File: src/rtl/dmem_access_unit_pkg.sv
// Shared types and constants for the data-memory access stage.
// The ext_type bit indices are shared with the load/store decode unit.
package dmem_access_unit_pkg;

  typedef enum logic [1:0] {
    ST_IDLE  = 2'd0,
    ST_REQ   = 2'd1,
    ST_WAIT  = 2'd2,
    ST_DRAIN = 2'd3
  } state_t;

  localparam int EXT_W   = 9;
  localparam int EXT_LB  = 8;
  localparam int EXT_LBU = 7;
  localparam int EXT_LH  = 6;
  localparam int EXT_LHU = 5;
  localparam int EXT_LW  = 4;
  localparam int EXT_LWL = 3;
  localparam int EXT_LWR = 2;
  localparam int EXT_SWL = 1;
  localparam int EXT_SWR = 0;

endpackage

File: src/rtl/dmem_access_unit_if.sv
// Execute-side op handshake, data-bus request/response and writeback signals.
interface dmem_access_unit_if #(
  parameter int ADDR_W = 32
);
  // ex_valid/ex_ready and req_valid/req_ready transfer when both are high on a
  // rising clock edge; a valid stays asserted with stable payload until then.
  // resp_valid is a single beat with no backpressure.
  logic              ex_valid;
  logic              ex_ready;
  logic              ex_is_load;
  logic              ex_is_store;
  logic [ADDR_W-1:0] ex_addr;
  logic [31:0]       ex_wdata;
  logic [3:0]        ex_wstrb;
  logic [8:0]        ex_ext_type;
  logic [31:0]       ex_rt_old;
  logic              ex_addr_err;
  logic              flush;
  logic              req_valid;
  logic              req_ready;
  logic              req_wr;
  logic [ADDR_W-1:0] req_addr;
  logic [3:0]        req_wstrb;
  logic [31:0]       req_wdata;
  logic              resp_valid;
  logic [31:0]       resp_rdata;
  logic              wb_valid;
  logic              wb_we;
  logic [31:0]       wb_data;

  modport master (
    input  ex_valid, ex_is_load, ex_is_store, ex_addr, ex_wdata, ex_wstrb,
           ex_ext_type, ex_rt_old, ex_addr_err, flush, req_ready, resp_valid,
           resp_rdata,
    output ex_ready, req_valid, req_wr, req_addr, req_wstrb, req_wdata,
           wb_valid, wb_we, wb_data
  );

  modport slave (
    output ex_valid, ex_is_load, ex_is_store, ex_addr, ex_wdata, ex_wstrb,
           ex_ext_type, ex_rt_old, ex_addr_err, flush, req_ready, resp_valid,
           resp_rdata,
    input  ex_ready, req_valid, req_wr, req_addr, req_wstrb, req_wdata,
           wb_valid, wb_we, wb_data
  );

endinterface

File: src/rtl/dmem_access_unit_load_data_align.sv
// Combinational load extension and lwl/lwr merge of returned read data.
module dmem_access_unit_load_data_align
  import dmem_access_unit_pkg::*;
(
  input  logic [31:0]      rdata,
  input  logic [31:0]      rt_old,
  input  logic [1:0]       offset,
  input  logic [EXT_W-1:0] ext_type,
  output logic [31:0]      result
);

  logic [7:0]  lane_byte;
  logic [15:0] lane_half;
  logic [31:0] lwl_val;
  logic [31:0] lwr_val;
  logic        unused_store_bits;

  assign unused_store_bits = ^{ext_type[EXT_SWL], ext_type[EXT_SWR]};

  always_comb begin
    lane_byte = rdata[7:0];
    lwl_val   = rdata;
    lwr_val   = rdata;
    case (offset)
      2'd0: begin
        lane_byte = rdata[7:0];
        lwl_val   = {rdata[7:0], rt_old[23:0]};
        lwr_val   = rdata;
      end
      2'd1: begin
        lane_byte = rdata[15:8];
        lwl_val   = {rdata[15:0], rt_old[15:0]};
        lwr_val   = {rt_old[31:24], rdata[31:8]};
      end
      2'd2: begin
        lane_byte = rdata[23:16];
        lwl_val   = {rdata[23:0], rt_old[7:0]};
        lwr_val   = {rt_old[31:16], rdata[31:16]};
      end
      default: begin
        lane_byte = rdata[31:24];
        lwl_val   = rdata;
        lwr_val   = {rt_old[31:8], rdata[31:24]};
      end
    endcase
  end

  assign lane_half = offset[1] ? rdata[31:16] : rdata[15:0];

  // Unrecognised or lw encodings return the full word.
  always_comb begin
    result = rdata;
    if (ext_type[EXT_LB])       result = {{24{lane_byte[7]}}, lane_byte};
    else if (ext_type[EXT_LBU]) result = {24'h0, lane_byte};
    else if (ext_type[EXT_LH])  result = {{16{lane_half[15]}}, lane_half};
    else if (ext_type[EXT_LHU]) result = {16'h0, lane_half};
    else if (ext_type[EXT_LWL]) result = lwl_val;
    else if (ext_type[EXT_LWR]) result = lwr_val;
  end

endmodule

File: src/rtl/dmem_access_unit.sv
// Memory stage: issues one data-bus transaction per decoded op, stalls while
// it is outstanding and presents a registered writeback result.
module dmem_access_unit
  import dmem_access_unit_pkg::*;
#(
  parameter int ADDR_W = 32
) (
  input  logic                clk,
  input  logic                resetn,
  dmem_access_unit_if.master  bus,
  output state_t              state_dbg
);

  state_t           state;
  logic [EXT_W-1:0] ext_q;
  logic [31:0]      rt_q;
  logic [1:0]       off_q;
  logic [31:0]      ld_result;

  dmem_access_unit_load_data_align u_align (
    .rdata    (bus.resp_rdata),
    .rt_old   (rt_q),
    .offset   (off_q),
    .ext_type (ext_q),
    .result   (ld_result)
  );

  assign bus.ex_ready = (state == ST_IDLE);
  assign state_dbg    = state;

  always_ff @(posedge clk or negedge resetn) begin
    if (!resetn) begin
      state         <= ST_IDLE;
      ext_q         <= '0;
      rt_q          <= '0;
      off_q         <= '0;
      bus.req_valid <= 1'b0;
      bus.req_wr    <= 1'b0;
      bus.req_addr  <= '0;
      bus.req_wstrb <= '0;
      bus.req_wdata <= '0;
      bus.wb_valid  <= 1'b0;
      bus.wb_we     <= 1'b0;
      bus.wb_data   <= '0;
    end else begin
      bus.wb_valid <= 1'b0;
      case (state)
        ST_IDLE: begin
          if (bus.ex_valid && !bus.flush) begin
            ext_q <= bus.ex_ext_type;
            rt_q  <= bus.ex_rt_old;
            off_q <= bus.ex_addr[1:0];
            // Misaligned or non-memory ops retire without touching the bus.
            if (bus.ex_addr_err || !(bus.ex_is_load || bus.ex_is_store)) begin
              bus.wb_valid <= 1'b1;
              bus.wb_we    <= 1'b0;
            end else begin
              bus.req_valid <= 1'b1;
              bus.req_wr    <= !bus.ex_is_load;
              bus.req_addr  <= {bus.ex_addr[ADDR_W-1:2], 2'b00};
              bus.req_wstrb <= bus.ex_is_load ? 4'h0 : bus.ex_wstrb;
              bus.req_wdata <= bus.ex_is_load ? 32'h0 : bus.ex_wdata;
              state         <= ST_REQ;
            end
          end
        end
        ST_REQ: begin
          // A handshake wins over a coincident flush: the request is already out.
          if (bus.req_ready) begin
            bus.req_valid <= 1'b0;
            if (bus.req_wr) begin
              state <= ST_IDLE;
              if (!bus.flush) begin
                bus.wb_valid <= 1'b1;
                bus.wb_we    <= 1'b0;
              end
            end else begin
              state <= bus.flush ? ST_DRAIN : ST_WAIT;
            end
          end else if (bus.flush) begin
            bus.req_valid <= 1'b0;
            state         <= ST_IDLE;
          end
        end
        ST_WAIT: begin
          if (bus.flush) begin
            state <= bus.resp_valid ? ST_IDLE : ST_DRAIN;
          end else if (bus.resp_valid) begin
            bus.wb_valid <= 1'b1;
            bus.wb_we    <= 1'b1;
            bus.wb_data  <= ld_result;
            state        <= ST_IDLE;
          end
        end
        ST_DRAIN: begin
          if (bus.resp_valid) state <= ST_IDLE;
        end
        default: state <= ST_IDLE;
      endcase
    end
  end

endmodule

File: src/flat_wrapper.sv
// flat-port wrapper written by rule: the top's interface ports become plain ports
module dmem_access_unit_flat import dmem_access_unit_pkg::*;
#(
  parameter int ADDR_W = 32
)
  (clk, resetn, state_dbg, bus_ex_valid, bus_ex_is_load, bus_ex_is_store, bus_ex_addr, bus_ex_wdata, bus_ex_wstrb, bus_ex_ext_type, bus_ex_rt_old, bus_ex_addr_err, bus_flush, bus_req_ready, bus_resp_valid, bus_resp_rdata, bus_ex_ready, bus_req_valid, bus_req_wr, bus_req_addr, bus_req_wstrb, bus_req_wdata, bus_wb_valid, bus_wb_we, bus_wb_data);
  dmem_access_unit_if #(.ADDR_W(ADDR_W)) bus_i ();
  input  logic clk;
  input  logic resetn;
  output state_t state_dbg;
  input wire logic [$bits(bus_i.ex_valid)-1:0] bus_ex_valid;
  input wire logic [$bits(bus_i.ex_is_load)-1:0] bus_ex_is_load;
  input wire logic [$bits(bus_i.ex_is_store)-1:0] bus_ex_is_store;
  input wire logic [$bits(bus_i.ex_addr)-1:0] bus_ex_addr;
  input wire logic [$bits(bus_i.ex_wdata)-1:0] bus_ex_wdata;
  input wire logic [$bits(bus_i.ex_wstrb)-1:0] bus_ex_wstrb;
  input wire logic [$bits(bus_i.ex_ext_type)-1:0] bus_ex_ext_type;
  input wire logic [$bits(bus_i.ex_rt_old)-1:0] bus_ex_rt_old;
  input wire logic [$bits(bus_i.ex_addr_err)-1:0] bus_ex_addr_err;
  input wire logic [$bits(bus_i.flush)-1:0] bus_flush;
  input wire logic [$bits(bus_i.req_ready)-1:0] bus_req_ready;
  input wire logic [$bits(bus_i.resp_valid)-1:0] bus_resp_valid;
  input wire logic [$bits(bus_i.resp_rdata)-1:0] bus_resp_rdata;
  output wire logic [$bits(bus_i.ex_ready)-1:0] bus_ex_ready;
  output wire logic [$bits(bus_i.req_valid)-1:0] bus_req_valid;
  output wire logic [$bits(bus_i.req_wr)-1:0] bus_req_wr;
  output wire logic [$bits(bus_i.req_addr)-1:0] bus_req_addr;
  output wire logic [$bits(bus_i.req_wstrb)-1:0] bus_req_wstrb;
  output wire logic [$bits(bus_i.req_wdata)-1:0] bus_req_wdata;
  output wire logic [$bits(bus_i.wb_valid)-1:0] bus_wb_valid;
  output wire logic [$bits(bus_i.wb_we)-1:0] bus_wb_we;
  output wire logic [$bits(bus_i.wb_data)-1:0] bus_wb_data;
  assign bus_i.ex_valid = bus_ex_valid;
  assign bus_i.ex_is_load = bus_ex_is_load;
  assign bus_i.ex_is_store = bus_ex_is_store;
  assign bus_i.ex_addr = bus_ex_addr;
  assign bus_i.ex_wdata = bus_ex_wdata;
  assign bus_i.ex_wstrb = bus_ex_wstrb;
  assign bus_i.ex_ext_type = bus_ex_ext_type;
  assign bus_i.ex_rt_old = bus_ex_rt_old;
  assign bus_i.ex_addr_err = bus_ex_addr_err;
  assign bus_i.flush = bus_flush;
  assign bus_i.req_ready = bus_req_ready;
  assign bus_i.resp_valid = bus_resp_valid;
  assign bus_i.resp_rdata = bus_resp_rdata;
  assign bus_ex_ready = bus_i.ex_ready;
  assign bus_req_valid = bus_i.req_valid;
  assign bus_req_wr = bus_i.req_wr;
  assign bus_req_addr = bus_i.req_addr;
  assign bus_req_wstrb = bus_i.req_wstrb;
  assign bus_req_wdata = bus_i.req_wdata;
  assign bus_wb_valid = bus_i.wb_valid;
  assign bus_wb_we = bus_i.wb_we;
  assign bus_wb_data = bus_i.wb_data;
  dmem_access_unit #(.ADDR_W(ADDR_W)) u_core (.clk(clk), .resetn(resetn), .bus(bus_i), .state_dbg(state_dbg));
endmodule
File: config.mk
export PLATFORM = sky130hd
export DESIGN_NAME = dmem_access_unit_flat
export DESIGN_NICKNAME = d
export VERILOG_FILES = /design/src/rtl/dmem_access_unit_pkg.sv /design/src/rtl/dmem_access_unit_if.sv /design/src/rtl/dmem_access_unit_load_data_align.sv /design/src/rtl/dmem_access_unit.sv /design/src/flat_wrapper.sv
export SDC_FILE = /design/constraint.sdc
export NUM_CORES = 1
export LEC_CHECK = 0
export BUFFER_PORTS_ARGS = -buffer_cell sky130_fd_sc_hd__buf_2
export CAP_MARGIN = 10
export CORE_MARGIN = 2
export CORE_UTILIZATION = 40
export CTS_BUF_LIST = sky130_fd_sc_hd__clkbuf_8
export CTS_CLUSTER_DIAMETER = 100
export CTS_CLUSTER_SIZE = 40
export DETAILED_ROUTE_END_ITERATION = 10
export HOLD_SLACK_MARGIN = 0.05
export PLACE_DENSITY_LB_ADDON = 0.2
export RECOVER_POWER = 50
export SETUP_SLACK_MARGIN = 0.5
export SYNTH_ARGS = -nofsm -noshare
export SYNTH_HDL_FRONTEND = slang
export SYNTH_HIERARCHICAL = 1
export SYNTH_SLANG_ARGS = --single-unit
File: constraint.sdc
create_clock -name clk -period 4.7 [get_ports clk]
set_input_delay 0.235 -clock clk [delete_from_list [all_inputs] [get_ports clk]]
set_output_delay 0.235 -clock clk [all_outputs]
set_load 0.05 [all_outputs]
==> out/metrics.cfg <==
[floorplanning]
core_um2 = 18800
fp-row-count = 50
die_h_um = 143
die_w_um = 143
fp.dieArea_um2 = 20500
initial_core_util_pct = 41.1
io_pins = 257

[sta]
fmax_ghz = 0.365
setup_tns_ps = 0
fin_ws_ps = 1960
relSlewSlack_pct = -67.7
fin_crit_sh_pct = 58.3
setup_viol = 0
worstMarginPinSlew_ps = 2520
hold_violations = 0
final.setup_skew_ps = 11.3
rsz0062_at_grt = false
period_needed_ps = 2740
slew_violations = 99

[detailed_routing]
routedWlPerCell_um = 18.6
drc = 0
vias_per_cell = 5.28
wl_um = 22600
num_vias = 6417
firstDrtPassIters = 4
drtAntennaViolNets = 0
drt_iter0_drc = 346

[power]
p_per_area_nw_per_um2 = 738
comb_power_share_pct = 56.2
share_seq_of_total_power_pct = 30.4
p_leak_nw = 4.46
peakVddDrop_mv = 0.422
cell_internal_pwr_mw = 3.62
pwr-share-clk_pct = 13.4
swShare_pct = 51.5
p_sw_mw = 3.84

[clock_tree]
cts_root_buffer = clkbuf_8
clock-sinks = 144
clkLatencyLatePin_ps = 460
path_clk_slew_ps = 100
numCtsBuffers = 17
cts_tree = built
cts_setup_buffers = 0
hold_buffers = 72
ctsResizeCount = 0
max-clock-path-buffers = 2
cts_max_level = 4

[yosys]
yosys_warnings = 6
avgSynthCellArea_um2 = 12.1
synth_area_um2 = 7730
netlist_instances = 641

[placed_design]
hpwlAfterDp_um = 15500
gp_congestion = 0.806
dp_cells = 1110
port-buffer-count = 251
place_ws_ps = 2020

[critical_path]
cp-end-kind = asynchronous set/reset pin
start_kind = input port
required_ps = 5240
path_class = input port to asynchronous set/reset pin
worstPathArrival_ps = 3280
path_max_fanout = 98

[grt]
grt_pass1_wl_um = 35300
track_usage_pct = 22.3
grt_overflow_total = 0
grt_max_degree = 99
grt_pass1_vias = 6586
antenna_found_initial = 2

[layout]
drive_gt1_share_pct = 38.6
nets = 1091
syn_to_final_growth_pct = 30.6
instances_no_fill = 1216
final_util_pct = 53.6

[job]
maxCapViolCount = 1

[run_status]
violations = max-capacitance violations, max-slew violations
status = finished, violations left

[hold_path]
hp-class = input port to register

## worst paths after layout
| path | to | slack (ps) | cells past startpoint | from |
|---|---|---|---|---|
| worst max-delay path | u_core/bus.req_wdata[3]$_DFFE_PN0P_ | 1960 | 3 | resetn |
| worst min-delay path | u_core/bus.req_wdata[13]$_DFFE_PN0P_ | 110 | 3 | bus_ex_wdata[13] |
| worst max register to register | u_core/bus.wb_data[7]$_DFFE_PN0P_ | 2050 | 5 | u_core/ext_q[5]$_DFFE_PN0P_ |
| worst min register to register | u_core/bus.req_addr[15]$_DFFE_PN0P_ | 490 | 1 | u_core/bus.req_addr[15]$_DFFE_PN0P_ |
| max in group clk | u_core/bus.wb_data[7]$_DFFE_PN0P_ | 2050 | 5 | u_core/ext_q[5]$_DFFE_PN0P_ |
| min in group asynchronous | u_core/rt_q[3]$_DFFE_PN0P_ | 1050 | 2 | resetn |
## sequential cells by signal, indices dropped and copies added, names as in the netlist
signal	count
u_core/bus.req_wstrb	4
u_core/bus.wb_data	32
u_core/ext_q	6
u_core/bus.req_wdata	32
u_core/bus.req_wr	1
u_core/bus.wb_we	1
u_core/bus.wb_valid	1
u_core/state_dbg	2
u_core/rt_q	32
u_core/off_q	2
u_core/bus.req_valid	1
u_core/bus.req_addr	30
## critical path, cell delays in order
cell,delay [ps]
dlygate4sd3_1,520
clkbuf_2,1700
buf_4,760
## power groups by stage
stage | Combinational, mW | Clock, mW | Sequential [mW]
2_1_floorplan | 1.93 | 0 | 3.58
3_3_place_gp | 4.22 | 0 | 2.26
3_5_place_dp | 4.25 | 0 | 2.27
4_1_cts | 4.30 | 1.04 | 2.26
5_1_grt | 4.45 | 1.08 | 2.36
6_report | 4.19 | 1.00 | 2.26
## layout by cell type (no fill, tap or decap), types with 2 or more instances in the layout
master,n
inv_6,4
nor2b_1,37
buf_2,153
nand3_1,2
clkbuf_1,97
o21a_1,2
inv_8,5
o21bai_1,7
o31ai_2,2
dlygate4sd3_1,72
conb_1,2
clkbuf_8,17
dfrtp_1,143
o221ai_1,8
buf_4,9
inv_1,5
a211o_1,3
or2_2,4
nand2_1,15
o31ai_1,15
a22o_1,8
a21oi_1,34
clkinvlp_4,2
a221oi_1,21
nand2b_1,11
mux2i_1,22
and2_1,3
mux2_1,19
diode_2,2
o22ai_1,21
mux2_2,161
and3_1,3
o21ai_0,14
nor2_1,13
## per-stage QoR
step	hold WS (ps)	total power [mW]	area, um2
4_1_cts	79.1	7.60	10200
5_1_grt	103	7.89	10100
3_5_place_dp	413	6.52	9100
6_report	109	7.46	10100
2_1_floorplan	-60.6	5.51	7740
3_3_place_gp	411	6.47	9100
## routing by layer
layer,vias up,track usage (%),part of all wire [%]
met5,-,0,0
met4,0,6.98,2.0
met3,30,6.87,7.3
met1,3139,26.9,41
li1,2996,-,-
met2,252,38.0,50
## area by class of cell
class | instances | area, um2
fill | 1750 | 8730
clock inverter | 15 | 165
multi-input combinational | 442 | 3830
antenna | 2 | 5.00
timing repair buffer | 332 | 1920
inverter | 4 | 15.0
clock buffer | 17 | 234
tap | 260 | 325
sequential | 144 | 3600
Note: power is estimated with default switching activity, not from simulation.
